**src/rtl/pwm_pkg.sv**
```systemverilog
// Shared widths, duty constants and default timing for the PWM peripheral.
package pwm_pkg;

  localparam int PWM_CNT_W           = 8;
  localparam int PWM_PINS            = 16;
  localparam int PWM_CLK_DIV_DEFAULT = 1000;
  localparam int PWM_CNT_MAX_DEFAULT = 254;

  localparam logic [PWM_CNT_W-1:0] PWM_DUTY_OFF  = 8'h00;
  localparam logic [PWM_CNT_W-1:0] PWM_DUTY_FULL = 8'hFF;

  // 0xFF stays at 100% even if the terminal count is ever raised to 255.
  function automatic logic duty_active(input logic [PWM_CNT_W-1:0] cnt,
                                       input logic [PWM_CNT_W-1:0] duty);
    return (duty == PWM_DUTY_FULL) || (cnt < duty);
  endfunction

endpackage

```
**src/rtl/pwm_prescaler.sv**
```systemverilog
// Clock prescaler: one-clk tick every CLK_DIV system clocks.
import pwm_pkg::*;

module pwm_prescaler #(
  parameter int CLK_DIV = PWM_CLK_DIV_DEFAULT
) (
  input  logic clk,
  input  logic rst_n,
  output logic tick
);

  localparam int PRE_W = (CLK_DIV > 1) ? $clog2(CLK_DIV) : 1;
  localparam logic [PRE_W-1:0] PRE_TOP = PRE_W'(CLK_DIV - 1);

  logic [PRE_W-1:0] pre;

  assign tick = (pre == PRE_TOP);

  always_ff @(posedge clk or negedge rst_n) begin
    if (!rst_n) begin
      pre <= '0;
    end else if (tick) begin
      pre <= '0;
    end else begin
      pre <= pre + PRE_W'(1);
    end
  end

endmodule

```
**src/rtl/pwm_peripheral.sv**
```systemverilog
// 16-pin static/PWM driver with a shared period counter and registered pins.
// Define PWM_DUTY_SHADOW_EN to latch the duty value only at each period wrap.
import pwm_pkg::*;

module pwm_peripheral #(
  parameter int CLK_DIV = PWM_CLK_DIV_DEFAULT,
  parameter int CNT_MAX = PWM_CNT_MAX_DEFAULT
) (
  input  logic        clk,
  input  logic        rst_n,
  input  logic [7:0]  en_reg_out_7_0,
  input  logic [7:0]  en_reg_out_15_8,
  input  logic [7:0]  en_reg_pwm_7_0,
  input  logic [7:0]  en_reg_pwm_15_8,
  input  logic [7:0]  pwm_duty_cycle,
  output logic [15:0] out,
  output logic        period_start
);

  localparam logic [PWM_CNT_W-1:0] CNT_TOP = PWM_CNT_W'(CNT_MAX);

  logic                 tick;
  logic                 wrap;
  logic [PWM_CNT_W-1:0] cnt;
  logic [PWM_CNT_W-1:0] duty_eff;
  logic                 pwm_sig;
  logic [PWM_PINS-1:0]  en_out;
  logic [PWM_PINS-1:0]  en_pwm;
  logic [PWM_PINS-1:0]  out_next;

  pwm_prescaler #(
    .CLK_DIV (CLK_DIV)
  ) u_prescaler (
    .clk   (clk),
    .rst_n (rst_n),
    .tick  (tick)
  );

  assign wrap = tick && (cnt == CNT_TOP);

  always_ff @(posedge clk or negedge rst_n) begin
    if (!rst_n) begin
      cnt          <= '0;
      period_start <= 1'b0;
    end else begin
      period_start <= wrap;
      if (wrap) begin
        cnt <= '0;
      end else if (tick) begin
        cnt <= cnt + PWM_CNT_W'(1);
      end
    end
  end

`ifdef PWM_DUTY_SHADOW_EN
  logic [PWM_CNT_W-1:0] duty_shadow;

  always_ff @(posedge clk or negedge rst_n) begin
    if (!rst_n) begin
      duty_shadow <= PWM_DUTY_OFF;
    end else if (wrap) begin
      duty_shadow <= pwm_duty_cycle;
    end
  end

  assign duty_eff = duty_shadow;
`else
  assign duty_eff = pwm_duty_cycle;
`endif

  assign pwm_sig = duty_active(cnt, duty_eff);

  assign en_out = {en_reg_out_15_8, en_reg_out_7_0};
  assign en_pwm = {en_reg_pwm_15_8, en_reg_pwm_7_0};

  // Disabled pins force low regardless of the PWM select bit.
  always_comb begin
    out_next = '0;
    for (int n = 0; n < PWM_PINS; n++) begin
      if (en_out[n]) begin
        out_next[n] = en_pwm[n] ? pwm_sig : 1'b1;
      end
    end
  end

  always_ff @(posedge clk or negedge rst_n) begin
    if (!rst_n) begin
      out <= '0;
    end else begin
      out <= out_next;
    end
  end

endmodule

```
**config.mk**
```make
export PLATFORM = sky130hd
export DESIGN_NAME = pwm_peripheral
export DESIGN_NICKNAME = d
export VERILOG_FILES = /design/src/rtl/pwm_pkg.sv /design/src/rtl/pwm_prescaler.sv /design/src/rtl/pwm_peripheral.sv
export SDC_FILE = /design/constraint.sdc
export NUM_CORES = 1
export LEC_CHECK = 0
export ABC_AREA = 1
export BUFFER_PORTS_ARGS = -buffer_cell sky130_fd_sc_hd__buf_2
export CAP_MARGIN = 20
export CORE_MARGIN = 3
export CORE_UTILIZATION = 27
export DETAILED_ROUTE_END_ITERATION = 8
export PLACE_DENSITY = 0.52
export SYNTH_ARGS = -nofsm -noshare
export SYNTH_HDL_FRONTEND = slang
export SYNTH_SLANG_ARGS = --single-unit
export TNS_END_PERCENT = 50
```
**constraint.sdc**
```tcl
create_clock -name clk -period 3.2 [get_ports clk]
set_input_delay 0.64 -clock clk [delete_from_list [all_inputs] [get_ports clk]]
set_output_delay 0.64 -clock clk [all_outputs]
set_load 0.02 [all_outputs]
```
==> results of run 1 <==
==> critical path: cells and delay by family, from the launching register on <==
family,cells,cell delay [ns]
fa+ha+maj,1,0.22
buf+inv,1,0.09
simple gates,4,0.93
flops,1,0.42
==> through the flow <==
stage / cells / instance area (µm²) / setup WS, ns / hold slack [ns]
5_1_grt: 384 / 2400 / 1.21 / 0.505
6_report: 384 / 2400 / 1.43 / 0.437
4_1_cts: 384 / 2400 / 1.42 / 0.469
3_3_place_gp: 376 / 2260 / 1.22 / 0.560
2_1_floorplan: 228 / 1880 / 1.43 / 0.344
3_5_place_dp: 376 / 2260 / 1.17 / 0.568
==> flip-flops by register name, summed over array words and instances (netlist names) <==
signal           count
out                 16
u_prescaler.pre     10
cnt                  8
period_start         1
==> metal layers <==
| metal | wire (µm) | share of wire |
|---|---|---|
| met4 | 27 | 0.0068 |
| met1 | 1820 | 0.46 |
| met2 | 1710 | 0.43 |
| met3 | 436 | 0.11 |
| met5 | 0 | 0 |
==> layout by cell type, fill, tap and decap left out, drive strengths merged <==
cell	netlist	routed
inv	45	45
a21oi	5	5
nand3	28	28
nor2	16	16
bufinv	0	2
a21o	1	1
clkinvlp	0	1
buf	3	58
nand4	5	5
nor3	12	12
clkbuf	0	5
nor4	1	1
nor3b	1	1
nand2	53	53
nand3b	2	2
xor2	3	3
dfrtp	35	35
o21ai	6	6
and2	1	1
ha	10	10
or2	1	1
==> cell type report <==
| class | count | area (µm²) |
|---|---|---|
| fillers | 707 | 4170 |
| flip-flops and latches | 35 | 876 |
| multi-input cells | 145 | 812 |
| repair buffers | 58 | 290 |
| inverters | 45 | 169 |
| well taps | 93 | 116 |
| clock buffers | 5 | 68.8 |
| clock inverters | 3 | 67.6 |
==> power breakdown <==
group / internal [mW] / switching, mW / leakage (nW)
combinational: 0.0321 / 0.0458 / 0.855
sequential: 0.452 / 0.00237 / 0.438
clock: 0.311 / 0.171 / 0.0644
total: 0.795 / 0.219 / 1.36
==> worst paths after layout <==
| path | endpoint | slack, ns | cells past startpoint | from |
|---|---|---|---|---|
| max in group asynchronous | cnt[0]$_DFFE_PN0P_ | 2.27 | 1 | rst_n |
| min in group clk | out[15]$_DFF_PN0_ | 0.53 | 3 | en_reg_out_15_8[7] |
| worst min register to register | cnt[0]$_DFFE_PN0P_ | 0.57 | 1 | cnt[0]$_DFFE_PN0P_ |
| worst max register to register | cnt[5]$_DFFE_PN0P_ | 1.43 | 6 | u_prescaler.pre[0]$_DFF_PN0_ |
| worst min-delay path | out[4]$_DFF_PN0_ | 0.44 | 1 | rst_n |
| worst max-delay path | cnt[5]$_DFFE_PN0P_ | 1.43 | 6 | u_prescaler.pre[0]$_DFF_PN0_ |
==> logic make-up (layout without fill, tap and decap cells) <==
kind of cell | Yosys count | in the layout | share of synthesized area
xor gates and xnor gates | 3 | 3 | 0.0139
buffers and inverters | 48 | 111 | 0.104
and+or+nand+nor | 120 | 120 | 0.317
AOI/OAI and AO/OA | 12 | 12 | 0.0332
adders and majority gates | 10 | 10 | 0.0664
DFF | 35 | 35 | 0.465
==> summary.txt, run 1 <==
Status
  – Outcome: finished, final reports clean

Drt
  – 1st-iter DRT viols: 84
  – Via density per instance: 4.19
  – Wire per inst: 10.4 µm
  – First-pass iteration count of the detailed router: 6
  – Routed Antenna Nets: 0
  – Post-route DRC: 0
  – Total detailed-routing wirelength: 4000 µm
  – Vias post-DR: 1,610

Clock network
  – Clock Sinks: 35
  – Htree depth: 2
  – CTS Root Buffer Type: clkbuf_8
  – Worst-path clk slew: 0.08 ns
  – Clock Latency Late Sink: 0.29 ns
  – Deepest clock path buffer count: 2
  – Num CTS Buffers: 5
  – Post-CTS Setup Bufs: 0
  – CTS tree: yes
  – PostCTS Resize Cnt: 0
  – Hold buffers post-CTS: 0

Critical path
  – CP Class: flop to flop
  – CP required: 3.37 ns
  – Worst path arrival time: 1.94 ns
  – CP endpoint kind: flop
  – Crit start category: flop
  – Critical path's slowest cell: dfrtp_1
  – Largest stage delay, worst path: 0.42 ns
  – Crit path cell chain: ha_1 -> nand2_1 -> inv_2 -> nand4_1 -> nor3_1 -> nor3_2
  – Max Fanout on Critical Path: 11

Yosys
  – Avg Inst Size Synth: 8.26 µm²
  – Cells after synthesis: 228
  – Post-Syn Nets: 280
  – Most numerous cell in the Yosys netlist: nand2_1
  – Synthesis-stage register bit count: 35
  – Top-area cell type share of the netlist area: 0.465
  – Top post-synthesis cells by count: nand2_1 (51), inv_1 (42), dfrtp_1 (35)
  – Synth area leader: dfrtp_1
  – Mapped cell area: 0.00188 mm²
  – Primary FF master, synth: dfrtp_1
  – Sequential share of the synthesized area: 0.465
  – Post-synthesis cell type count: 27
  – Post-synth EDFFs: 0
  – Synth warnings: 0
  – Synth top area cells: dfrtp_1 (46%), nand2_1 (10%), inv_1 (8.4%)
  – Ys async rst share: 1.00

STA
  – FMAX: 564 MHz
  – Min Clock Period, post-route: 1.77 ns
  – Fin Setup TNS: 0 ns
  – Max_slew headroom: 0.473
  – Clock Skew: 0.00702 ns
  – Number of hold violations in the final report: 0
  – Fin. max-slew vios: 0
  – Fin crit share: 0.554
  – Setup violators final: 0
  – RSZ-0062 raised after global routing: false
  – Slew @ Worst Pin: 0.791 ns

Global route
  – Global-route wire length before repair: 7040 µm
  – Maximum number of pins on one net before global-route repair: 36
  – Vias in the first global route: 1,570
  – Grt met3 use: 0.0553
  – Total grt overflow: 0
  – Total track usage: 0.114
  – Busiest grt layer: met2
  – Antenna violations before repair: 0
  – GR Util met2: 0.168
  – GR Util met1: 0.146

Die
  – # rows: 29
  – Die area: 0.00802 mm²
  – Initial Util: 0.287
  – IO Pins: 59
  – Die width: 89.5 µm
  – Core Area: 0.00657 mm²
  – Die Span Y: 89.5 µm

Placed design
  – Post-DP HPWL: 3070 µm
  – Gpl congestion: 0.758
  – Port bufs: 58

Hold path
  – HP Class: primary input to async pin

Power and ir drop
  – Static leakage: 1.36 nW
  – Pwr dens: 422 mW/mm²
  – VDD IR max: 0.215 mV
  – Total power: 1.01 mW

Final layout
  – Final nets: 342
  – Layout cell share with drive strength beyond 1: 0.282
  – # diodes: 0
  – Post-Route Utilization: 0.365
  – Synthesis-to-layout area growth: 27.4%

Flow run
  – Max-cap violations: 0
(Power assumes the default switching activity.)
==> run 2, diff against run 1 <==
clock period = 1.9 ns   (was 3.2 ns; I/O delays follow)
==> run 2 against run 1 <==
Effect of this change:
- power rose by 68%
- combinational power rose by 71%
- cell count rose by 1.0%
- register-to-register slack got worse by 1.2 ns
- clock power rose by 68%
- wire length fell by 0.90%
- highest routed layer unchanged
==> summary.txt, run 2 (synthesis results as in run 1) <==
Clock network
  – Clock Latency Late Sink: 0.29 ns
  – Num CTS Buffers: 5
  – Worst-path clk slew: 0.08 ns
  – Post-CTS Setup Bufs: 0
  – Hold buffers post-CTS: 0
  – Clock Sinks: 35
  – CTS tree: yes
  – Deepest clock path buffer count: 2
  – PostCTS Resize Cnt: 0
  – Htree depth: 2
  – CTS Root Buffer Type: clkbuf_8

Final layout
  – # diodes: 0
  – Synthesis-to-layout area growth: 29.0%
  – Most frequent cells in the layout: buf_2 (58), nand2_1 (51), inv_1 (42)
  – Largest register by flop count: out
  – Post-Route Utilization: 0.370
  – Layout cell share with drive strength beyond 1: 0.292
  – Number of fill cells: 696
  – Commonest non-fill, non-tap cell in the layout: buf_2
  – Regs by FF count: out (16), u_prescaler.pre (10), cnt (8)
  – Max reg flops: 16
  – Final nets: 346

Power and ir drop
  – Clk pwr share: 0.474
  – VDD IR max: 0.401 mV
  – Comb pwr share: 0.078
  – Sequential power share: 0.449
  – Psw: 0.366 mW
  – Sw Ratio: 0.214
  – Pwr dens: 702 mW/mm²
  – Static leakage: 1.37 nW
  – Internal power: 1.34 mW

STA
  – Fin Setup TNS: 0 ns
  – Clock Skew: 0.00743 ns
  – RSZ-0062 raised after global routing: false
  – Number of hold violations in the final report: 0
  – Fin. max-slew vios: 0
  – FMAX: 606 MHz
  – Final hold slack: 0.116 ns
  – Slew @ Worst Pin: 0.445 ns
  – Fin crit share: 0.869
  – Min Clock Period, post-route: 1.65 ns
  – Setup violators final: 0
  – Max_slew headroom: 0.703

Die
  – # rows: 29
  – Die Span Y: 89.5 µm
  – IO Pins: 59
  – Core Area: 0.00657 mm²
  – Initial Util: 0.287
  – Die width: 89.5 µm
  – Die area: 0.00802 mm²

Global route
  – Total track usage: 0.116
  – Maximum number of pins on one net before global-route repair: 36
  – Global-route wire length before repair: 7250 µm
  – Total grt overflow: 0
  – Vias in the first global route: 1,602
  – Antenna violations before repair: 0

Critical path
  – CP Class: flop to flop
  – Crit start category: flop
  – CP required: 2.13 ns
  – Max Fanout on Critical Path: 16
  – CP endpoint kind: flop
  – Worst path arrival time: 1.88 ns

Drt
  – Via density per instance: 4.16
  – Total detailed-routing wirelength: 3960 µm
  – Post-route DRC: 0
  – Vias post-DR: 1,616
  – First-pass iteration count of the detailed router: 4
  – 1st-iter DRT viols: 70
  – Routed Antenna Nets: 0
  – Wire per inst: 10.2 µm

Placed design
  – Gpl congestion: 0.741
  – Port bufs: 58
  – Post-DP HPWL: 3130 µm

Flow run
  – Max-cap violations: 0

Status
  – Outcome: finished, final reports clean

Hold path
  – HP Class: primary input to async pin
[run 2: critical path, stage by stage, from the launching register on]
cell and delay, ns:
dfrtp_1 0.42, ha_1 0.30, a21oi_1 0.17, nor2_1 0.06, nor3_1 0.17, nand2_2 0.23, nand3_1 0.13, nand2_1 0.06
inv_1 0.05
[run 2: layer usage]
metal  GRT usage  up-vias  routed length [µm]
li1            -      845                   -
met1       0.154      703                1810
met2       0.165       62                1640
met3      0.0571        6                 455
met4      0.0406        0                  61
met5           0        -                   0
[run 2: power by group through the flow]
stage                     registers, mW  clock network (mW)  logic, mW
final                             0.765               0.808      0.133
after global routing              0.767               0.878      0.154
after CTS                         0.766               0.840      0.137
after detailed placement          0.780                   0      0.137
after global placement            0.780                   0      0.135
after floorplan                   0.805                   0     0.0278
[run 2: metrics by stage]
| stage | std cells | total power, mW | cell area [µm²] | setup slack, ns |
|---|---|---|---|---|
| 2_1_floorplan | 228 | 0.833 | 1880 | 0.390 |
| 3_3_place_gp | 380 | 0.915 | 2290 | 0.182 |
| 3_5_place_dp | 380 | 0.917 | 2290 | 0.144 |
| 4_1_cts | 388 | 1.74 | 2430 | 0.220 |
| 5_1_grt | 388 | 1.80 | 2430 | 0.0717 |
| 6_report | 388 | 1.71 | 2430 | 0.250 |
[run 2: cell type report]
cell class	instances	area [µm²]	area share
Tap cell	93	116	0.0479
Clock inverter	3	67.6	0.0278
Clock buffer	5	68.8	0.0283
Inverter	45	169	0.0695
Timing Repair Buffer	62	320	0.132
Sequential cell	35	876	0.360
Multi-Input combinational cell	145	812	0.334
[run 2: worst paths after layout]
kind | from | to | slack (ns) | depth (start not counted)
worst max-delay path | cnt[5]$_DFFE_PN0P_ | out[4]$_DFF_PN0_ | 0.25 | 8
worst min-delay path | rst_n | out[1]$_DFF_PN0_ | 0.12 | 2
worst max register to register | cnt[5]$_DFFE_PN0P_ | out[4]$_DFF_PN0_ | 0.25 | 8
worst min register to register | cnt[0]$_DFFE_PN0P_ | cnt[0]$_DFFE_PN0P_ | 0.58 | 1
max in group asynchronous | rst_n | cnt[1]$_DFFE_PN0P_ | 1.46 | 2
min in group clk | en_reg_out_15_8[3] | out[11]$_DFF_PN0_ | 0.28 | 3
